`config.mk`:
```
export PLATFORM = sky130hd
export DESIGN_NAME = vga_fb_arbiter_flat
export DESIGN_NICKNAME = d
export VERILOG_FILES = /design/src/rtl/vga_fb_pkg.sv /design/src/rtl/vga_fb_arbiter_if.sv /design/src/rtl/vga_fb_addr_gen.sv /design/src/rtl/vga_fb_arbiter.sv /design/src/flat_wrapper.sv
export SDC_FILE = /design/constraint.sdc
export NUM_CORES = 1
export LEC_CHECK = 0
export ABC_AREA = 1
export ABC_CLOCK_PERIOD_IN_PS = 3350
export BUFFER_PORTS_ARGS = -buffer_cell sky130_fd_sc_hd__buf_2
export CORE_ASPECT_RATIO = 1.25
export CORE_UTILIZATION = 49
export DETAILED_ROUTE_END_ITERATION = 10
export PLACE_DENSITY = 0.81
export SYNTH_ARGS = -nofsm -noshare
export SYNTH_HDL_FRONTEND = slang
export SYNTH_HIERARCHICAL = 1
export SYNTH_SLANG_ARGS = --single-unit
```
`constraint.sdc`:
```
create_clock -name ckVideo -period 3.35 [get_ports ckVideo]
set_input_delay 0.67 -clock ckVideo [delete_from_list [all_inputs] [get_ports ckVideo]]
set_output_delay 0.67 -clock ckVideo [all_outputs]
set_load 0.03 [all_outputs]
```
`src/rtl/vga_fb_pkg.sv`:
```
// Shared constants and types for the VGA frame-buffer arbiter slice.
// Holds the 640x480@60 timing constants, the default frame-buffer geometry,
// the bus widths, the pixel type and the CPU-port FSM state enum.
package vga_fb_pkg;

    // Horizontal timing: active / front porch / sync / back porch
    localparam int unsigned H_ACTIVE = 640;
    localparam int unsigned H_FRONT  = 16;
    localparam int unsigned H_SYNC   = 96;
    localparam int unsigned H_BACK   = 48;
    localparam int unsigned H_TOTAL  = H_ACTIVE + H_FRONT + H_SYNC + H_BACK;

    // Vertical timing: active / front porch / sync / back porch
    localparam int unsigned V_ACTIVE = 480;
    localparam int unsigned V_FRONT  = 10;
    localparam int unsigned V_SYNC   = 2;
    localparam int unsigned V_BACK   = 29;
    localparam int unsigned V_TOTAL  = V_ACTIVE + V_FRONT + V_SYNC + V_BACK;

    // Frame-buffer geometry: one stored pixel covers 2^FB_SCALE x 2^FB_SCALE
    localparam int unsigned FB_SCALE  = 2;
    localparam int unsigned FB_WIDTH  = H_ACTIVE >> FB_SCALE;
    localparam int unsigned FB_HEIGHT = V_ACTIVE >> FB_SCALE;

    localparam int unsigned FB_AW = 15;
    localparam int unsigned FB_DW = 12;

    typedef logic [FB_DW-1:0] pixel_t;

    typedef enum logic {
        CPU_IDLE = 1'b0,
        CPU_ACK  = 1'b1
    } cpu_state_t;

endpackage

```
`src/rtl/vga_fb_arbiter_if.sv`:
```
// CPU access port of the frame-buffer arbiter.
//   reqCpu  : request, held until ackCpu
//   weCpu   : 1 = write, 0 = read
//   adrCpu  : word address
//   datCpuW : write data
//   ackCpu  : one-cycle completion pulse
//   datCpuR : read data, valid while ackCpu is high
// master = CPU side, slave = arbiter side.
interface vga_fb_arbiter_if
    import vga_fb_pkg::*;
#(
    parameter int unsigned AW = FB_AW,
    parameter int unsigned DW = FB_DW
) ();

    logic          reqCpu;
    logic          weCpu;
    logic [AW-1:0] adrCpu;
    logic [DW-1:0] datCpuW;
    logic          ackCpu;
    logic [DW-1:0] datCpuR;

    modport master (
        output reqCpu, weCpu, adrCpu, datCpuW,
        input  ackCpu, datCpuR
    );

    modport slave (
        input  reqCpu, weCpu, adrCpu, datCpuW,
        output ackCpu, datCpuR
    );

endinterface

```
`src/rtl/vga_fb_addr_gen.sv`:
```
// Display-slot detection and frame-buffer address for the current scan position.
//   adr_hor, adr_ver : screen coordinates from the timing generator
//   active           : active-video flag
//   slot             : this cycle belongs to the display (first column of a pixel block)
//   slot_adr         : (adr_ver >> SCALE) * FB_W + (adr_hor >> SCALE), AW bits
module vga_fb_addr_gen
    import vga_fb_pkg::*;
#(
    parameter int unsigned SCALE = FB_SCALE,
    parameter int unsigned FB_W  = FB_WIDTH,
    parameter int unsigned AW    = FB_AW
) (
    input  logic [9:0]    adr_hor,
    input  logic [9:0]    adr_ver,
    input  logic          active,
    output logic          slot,
    output logic [AW-1:0] slot_adr
);

    logic [AW-1:0] col;
    logic [AW-1:0] row;

    always_comb begin
        col      = AW'(adr_hor >> SCALE);
        row      = AW'(adr_ver >> SCALE);
        slot_adr = row * AW'(FB_W) + col;
        slot     = active && (adr_hor[SCALE-1:0] == '0);
    end

endmodule

```
`src/rtl/vga_fb_arbiter.sv`:
```
// Single-port frame-buffer arbiter between VGA scan-out and a CPU port.
//   ckVideo, rstVideo_n       : pixel clock, async active-low reset
//   adrHor, adrVer            : scan coordinates (registered timing outputs)
//   flgActiveVideo, HS, VS    : active flag and syncs (syncs active low)
//   cpu                       : CPU request/ack port (slave side)
//   ramAdr, ramWe, ramDin     : RAM command, combinational from the grant
//   ramDout                   : RAM read data, one-cycle latency
//   rgbOut, HSout, VSout      : pixel and syncs, two cycles after the timing inputs
//   cntStall                  : saturating count of display-denied CPU cycles,
//                               cleared on the falling edge of VS
// The display owns every slot cycle; the CPU is served in any other cycle.
module vga_fb_arbiter
    import vga_fb_pkg::*;
#(
    parameter int unsigned SCALE = FB_SCALE,
    parameter int unsigned FB_W  = FB_WIDTH,
    parameter int unsigned FB_H  = FB_HEIGHT,
    parameter int unsigned AW    = FB_AW,
    parameter int unsigned DW    = FB_DW
) (
    input  logic            ckVideo,
    input  logic            rstVideo_n,
    input  logic [9:0]      adrHor,
    input  logic [9:0]      adrVer,
    input  logic            flgActiveVideo,
    input  logic            HS,
    input  logic            VS,
    vga_fb_arbiter_if.slave cpu,
    output logic [AW-1:0]   ramAdr,
    output logic            ramWe,
    output logic [DW-1:0]   ramDin,
    input  logic [DW-1:0]   ramDout,
    output logic [DW-1:0]   rgbOut,
    output logic            HSout,
    output logic            VSout,
    output logic [15:0]     cntStall
);

    localparam logic [AW:0] FB_PIXELS = (AW+1)'(FB_W * FB_H);

    cpu_state_t    state;
    logic          disp_slot;
    logic [AW-1:0] slot_adr;
    logic          in_range;
    logic          grant;
    logic          ack_q;
    logic          range_q;

    // Display pipeline registers
    logic          slot_d1;
    logic          act_d1;
    logic          hs_d1;
    logic          vs_d1;
    logic [DW-1:0] hold;

    vga_fb_addr_gen #(
        .SCALE (SCALE),
        .FB_W  (FB_W),
        .AW    (AW)
    ) u_addr_gen (
        .adr_hor  (adrHor),
        .adr_ver  (adrVer),
        .active   (flgActiveVideo),
        .slot     (disp_slot),
        .slot_adr (slot_adr)
    );

    always_comb begin
        in_range = {1'b0, cpu.adrCpu} < FB_PIXELS;
        grant    = (state == CPU_IDLE) && cpu.reqCpu && !disp_slot;

        ramAdr = '0;
        ramWe  = 1'b0;
        ramDin = '0;
        if (disp_slot) begin
            ramAdr = slot_adr;
        end else if (grant) begin
            ramAdr = cpu.adrCpu;
            ramWe  = cpu.weCpu && in_range;
            ramDin = cpu.datCpuW;
        end

        // RAM data only arrives during the ack cycle, so the read data is
        // gated straight from ramDout rather than registered a second time.
        cpu.ackCpu  = ack_q;
        cpu.datCpuR = (ack_q && range_q) ? ramDout : '0;
    end

    // CPU access FSM. A reset in the ACK state drops the pending ack.
    always_ff @(posedge ckVideo or negedge rstVideo_n) begin
        if (!rstVideo_n) begin
            state   <= CPU_IDLE;
            ack_q   <= 1'b0;
            range_q <= 1'b0;
        end else begin
            case (state)
                CPU_IDLE: begin
                    if (grant) begin
                        state   <= CPU_ACK;
                        ack_q   <= 1'b1;
                        range_q <= in_range;
                    end
                end
                CPU_ACK: begin
                    state <= CPU_IDLE;
                    ack_q <= 1'b0;
                end
                default: begin
                    state <= CPU_IDLE;
                    ack_q <= 1'b0;
                end
            endcase
        end
    end

    // Stall counter: a VS falling edge clears it even if a denial happens
    // in the same cycle.
    always_ff @(posedge ckVideo or negedge rstVideo_n) begin
        if (!rstVideo_n) begin
            cntStall <= '0;
        end else if (vs_d1 && !VS) begin
            cntStall <= '0;
        end else if ((state == CPU_IDLE) && cpu.reqCpu && disp_slot && (cntStall != '1)) begin
            cntStall <= cntStall + 16'd1;
        end
    end

    // Two-stage display pipeline. The hold register keeps the last slot's
    // pixel, which repeats it across the remaining columns of the block.
    always_ff @(posedge ckVideo or negedge rstVideo_n) begin
        if (!rstVideo_n) begin
            slot_d1 <= 1'b0;
            act_d1  <= 1'b0;
            hs_d1   <= 1'b1;
            vs_d1   <= 1'b1;
            HSout   <= 1'b1;
            VSout   <= 1'b1;
            hold    <= '0;
            rgbOut  <= '0;
        end else begin
            slot_d1 <= disp_slot;
            act_d1  <= flgActiveVideo;
            hs_d1   <= HS;
            vs_d1   <= VS;
            HSout   <= hs_d1;
            VSout   <= vs_d1;
            if (slot_d1) begin
                hold <= ramDout;
            end
            rgbOut <= act_d1 ? (slot_d1 ? ramDout : hold) : '0;
        end
    end

endmodule

```
`src/flat_wrapper.sv`:
```
// flat-port wrapper written by rule: the top's interface ports become plain ports
module vga_fb_arbiter_flat import vga_fb_pkg::*;
#(
    parameter int unsigned SCALE = FB_SCALE,
    parameter int unsigned FB_W  = FB_WIDTH,
    parameter int unsigned FB_H  = FB_HEIGHT,
    parameter int unsigned AW    = FB_AW,
    parameter int unsigned DW    = FB_DW
)
  (ckVideo, rstVideo_n, adrHor, adrVer, flgActiveVideo, HS, VS, ramAdr, ramWe, ramDin, ramDout, rgbOut, HSout, VSout, cntStall, cpu_reqCpu, cpu_weCpu, cpu_adrCpu, cpu_datCpuW, cpu_ackCpu, cpu_datCpuR);
  vga_fb_arbiter_if #(.AW(AW), .DW(DW)) cpu_i ();
  input  logic ckVideo;
  input  logic rstVideo_n;
  input  logic [9:0] adrHor;
  input  logic [9:0] adrVer;
  input  logic flgActiveVideo;
  input  logic HS;
  input  logic VS;
  output logic [AW-1:0] ramAdr;
  output logic ramWe;
  output logic [DW-1:0] ramDin;
  input  logic [DW-1:0] ramDout;
  output logic [DW-1:0] rgbOut;
  output logic HSout;
  output logic VSout;
  output logic [15:0] cntStall;
  input wire logic [$bits(cpu_i.reqCpu)-1:0] cpu_reqCpu;
  input wire logic [$bits(cpu_i.weCpu)-1:0] cpu_weCpu;
  input wire logic [$bits(cpu_i.adrCpu)-1:0] cpu_adrCpu;
  input wire logic [$bits(cpu_i.datCpuW)-1:0] cpu_datCpuW;
  output wire logic [$bits(cpu_i.ackCpu)-1:0] cpu_ackCpu;
  output wire logic [$bits(cpu_i.datCpuR)-1:0] cpu_datCpuR;
  assign cpu_i.reqCpu = cpu_reqCpu;
  assign cpu_i.weCpu = cpu_weCpu;
  assign cpu_i.adrCpu = cpu_adrCpu;
  assign cpu_i.datCpuW = cpu_datCpuW;
  assign cpu_ackCpu = cpu_i.ackCpu;
  assign cpu_datCpuR = cpu_i.datCpuR;
  vga_fb_arbiter #(.SCALE(SCALE), .FB_W(FB_W), .FB_H(FB_H), .AW(AW), .DW(DW)) u_core (.ckVideo(ckVideo), .rstVideo_n(rstVideo_n), .adrHor(adrHor), .adrVer(adrVer), .flgActiveVideo(flgActiveVideo), .HS(HS), .VS(VS), .cpu(cpu_i), .ramAdr(ramAdr), .ramWe(ramWe), .ramDin(ramDin), .ramDout(ramDout), .rgbOut(rgbOut), .HSout(HSout), .VSout(VSout), .cntStall(cntStall));
endmodule
```
==> key figures <==
Critical path
  – Max FO, Critical Path: 3
  – CP arrival: 2.70 ns
  – FF-to-FF setup slack: 1.44 ns
  – Crit path kind: in2out
  – Critical Path Sink Type: primary output
  – Critical path required time: 2.68 ns
  – FF-to-FF End: u_core/cntStall[5]$_DFFE_PN0P_
  – R2R depth: 5
  – Setup crit end: ramAdr[14]
  – Startpoint types: input port
  – Reg2reg start: u_core/vs_d1$_DFF_PN1_
  – Setup crit start: adrVer[5]

Synth
  – Syn_area_per_cell: 7.553 um^2
  – Sequential element share of the synthesized area: 36.96%
  – Yosys cell types: 30
  – Yosys reg bits: 49
  – Post-Synth Simple-Gate Area: 31.07%
  – Share of the synthesized area in the top cell type: 33.81%
  – Synthesized cell area: 3331 um^2
  – Adder-Cell Fraction of Synth Area: 7.213%
  – Largest area contributor in the netlist: dfrtp_1
  – Number of flops mapped to enable cells by yosys: 0
  – Post-synth top cells: nand2_1 (122), inv_1 (65), dfrtp_1 (45)
  – Yosys warnings: 6
  – Post-synth ARST share: 100.0%
  – Net Count, Synth: 525
  – Compound-Gate Fraction of Synth Area: 9.391%
  – Most common cell in the netlist: nand2_1
  – Synthesized-area fraction occupied by xor and xnor cells: 4.395%
  – Mux cell area share after synthesis: 0%
  – Area contributors post-synth: dfrtp_1 (34%), nand2_1 (14%), inv_1 (7.3%)
  – Synth Instances: 441
  – Main combinational cell family by area after synthesis: simple AND/OR/NAND/NOR gates
  – Post-synth top flop: dfrtp_1

Final layout
  – Final nets: 661
  – Finished Layout Cells: 665
  – Filler Cell Count: 549
  – Layout cells sized above 1: 35.64%
  – Max reg flops: 16
  – ANT cells: 0
  – Most flop-heavy register: u_core/cntStall
  – Area Growth Syn to Fin: 29.53%
  – Largest registers: u_core/cntStall (16), u_core/hold (12), u_core/rgbOut (12)

Pwr
  – Lkg Pwr: 2.468 nW
  – Total power: 1.638 mW
  – Power Dens Cells: 379.7 nW/um^2
  – Maximum vdd drop: 0.0002307 V

Floorplan
  – IO Count: 137
  – Die ar.: 7133 um^2
  – FP Rows: 33
  – Starting density of the core: 50.73%
  – Core Footprint: 6565 um^2
  – Chip height: 94.18 um
  – Die width: 75.74 um

Routing
  – DRC violations left: 0
  – DR vias: 3319
  – DR vias/cell: 4.991
  – DRT Wirelength: 7996 um
  – First DRT Iteration DRCs: 157
  – WL per Instance: 12.02 um
  – First-pass iteration count of the detailed router: 4
  – Antenna-violating nets left: 0

Global route
  – Grt total ovfl: 0
  – Total track usage: 23.26%
  – Vias in the first global route: 3128
  – Initial antenna violation count: 0
  – Pin count of the biggest net entering global routing: 50
  – First-pass GRT wire length: 12990 um

Clock tree
  – Clock Latency Late Sink: 0.31 ns
  – CTS Hold Bufs: 0
  – Clock slew at reported path FFs: 0.09 ns
  – Clk root buf: clkbuf_8
  – Htree depth: 2
  – TritonCTS clock tree: done
  – Sink Count: 49
  – Total CTS buffers: 5
  – Max clock buf depth: 2

Placed design
  – Dpl ws: -0.1589 ns
  – Dpl cells: 656
  – Routability cong.: 0.8544
  – Detailed placement HPWL: 6150 um
  – Port bufs: 134

Timing
  – Worst slew margin: 30.97%
  – Final Hold Violating Endpoints: 0
  – Clock skew: 0.006984 ns
  – Slew @ Worst Pin: 1.035 ns
  – RSZ-0062 raised after global routing: yes
  – Hold Slack: 0.3710 ns
  – Final setup vio count: 1
  – Post-route worst setup slack: -0.01812 ns
  – Fmax: 0.2969 GHz
  – Final Critical Period: 3.368 ns
  – Period utilization: 100.5%
  – Slew Limit Fails: 0

Outcome
  – Outcome: finished with violations
  – Failing checks: setup timing

Hold path
  – Worst hold path type: reg2reg

Run
  – Max-cap viol count: 0
-- layout make-up --
cell class	count	area [um^2]	area share, %
repair buffers	145	783.3	18.16
clock buffers	5	68.82	1.595
well taps	87	108.9	2.523
inverters	68	255.2	5.916
multi-input cells	308	1819	42.17
clock inverters	3	47.55	1.102
flip-flops and latches	49	1231	28.54
-- kinds of logic after synthesis --
family,after synthesis
flops,49
fa+ha+maj,18
xor+xnor,15
buf+inv,84
compound gates,48
simple gates,227
-- per-stage QoR --
stage	setup TNS (ns)	utilization, %	cell area, um^2
6_report	-0.01812	65.71	4314
5_1_grt	-0.2228	65.71	4314
3_3_place_gp	-0.3425	62.21	4084
4_1_cts	0	65.07	4272
2_1_floorplan	-0.0009763	-	3334
3_5_place_dp	-0.5065	62.21	4084
-- how the worst min path moves through the flow --
stage	from	endpoint	slack [ns]	cells after the start
global route	u_core/vs_d1$_DFF_PN1_	u_core/VSout$_DFF_PN1_	0.38	0
finish	u_core/vs_d1$_DFF_PN1_	u_core/VSout$_DFF_PN1_	0.37	0
floorplan	u_core/hs_d1$_DFF_PN1_	u_core/HSout$_DFF_PN1_	0.35	0
detailed placement	u_core/hs_d1$_DFF_PN1_	u_core/HSout$_DFF_PN1_	0.35	0
global placement	u_core/hs_d1$_DFF_PN1_	u_core/HSout$_DFF_PN1_	0.35	0
CTS	u_core/hs_d1$_DFF_PN1_	u_core/HSout$_DFF_PN1_	0.37	0
-- timing repair --
item                       4_1_cts  5_1_grt
buffers inserted                 1        0
setup endpoints to repair        5        4
resized for setup               16        7
pin swaps                        8        7
cloned                           0        0
-- cell usage in the layout, fill, tap and decap left out, types with 5 or more instances in the layout --
cell type / instances
nor2_1: 44
nand3_1: 26
clkbuf_8: 5
a21oi_1: 16
o21ai_0: 10
nand3_2: 10
nand2_1: 122
nand4_1: 8
buf_4: 14
o21ai_2: 10
dfrtp_1: 45
a22o_1: 10
buf_2: 128
nor2_2: 6
inv_1: 64
ha_1: 11
xor2_1: 9
-- worst max-delay path: stages --
cell and delay (ns):
buf_8 0.10, ha_4 0.23, ha_4 0.16, fa_2 0.55, nand2_1 0.05, inv_1 0.06
nand4_1 0.07, nand2_1 0.11, inv_2 0.05, nor2_4 0.15, nand4_1 0.11, nand2_1 0.07
nand2_1 0.05, o21ai_1 0.08, buf_4 0.18
-- power by group --
group | switching [mW] | internal (mW)
combinational | 0.346 | 0.196
sequential | 0.0208 | 0.642
clock | 0.205 | 0.228
-- routing by layer --
| metal | wire length, um | GRT usage, % |
|---|---|---|
| met1 | 3171 | 24.83 |
| met2 | 4217 | 44.62 |
| met3 | 469 | 3.648 |
| met4 | 137 | 7.407 |
| met5 | 0 | 0 |
(Power assumes the default switching activity.)
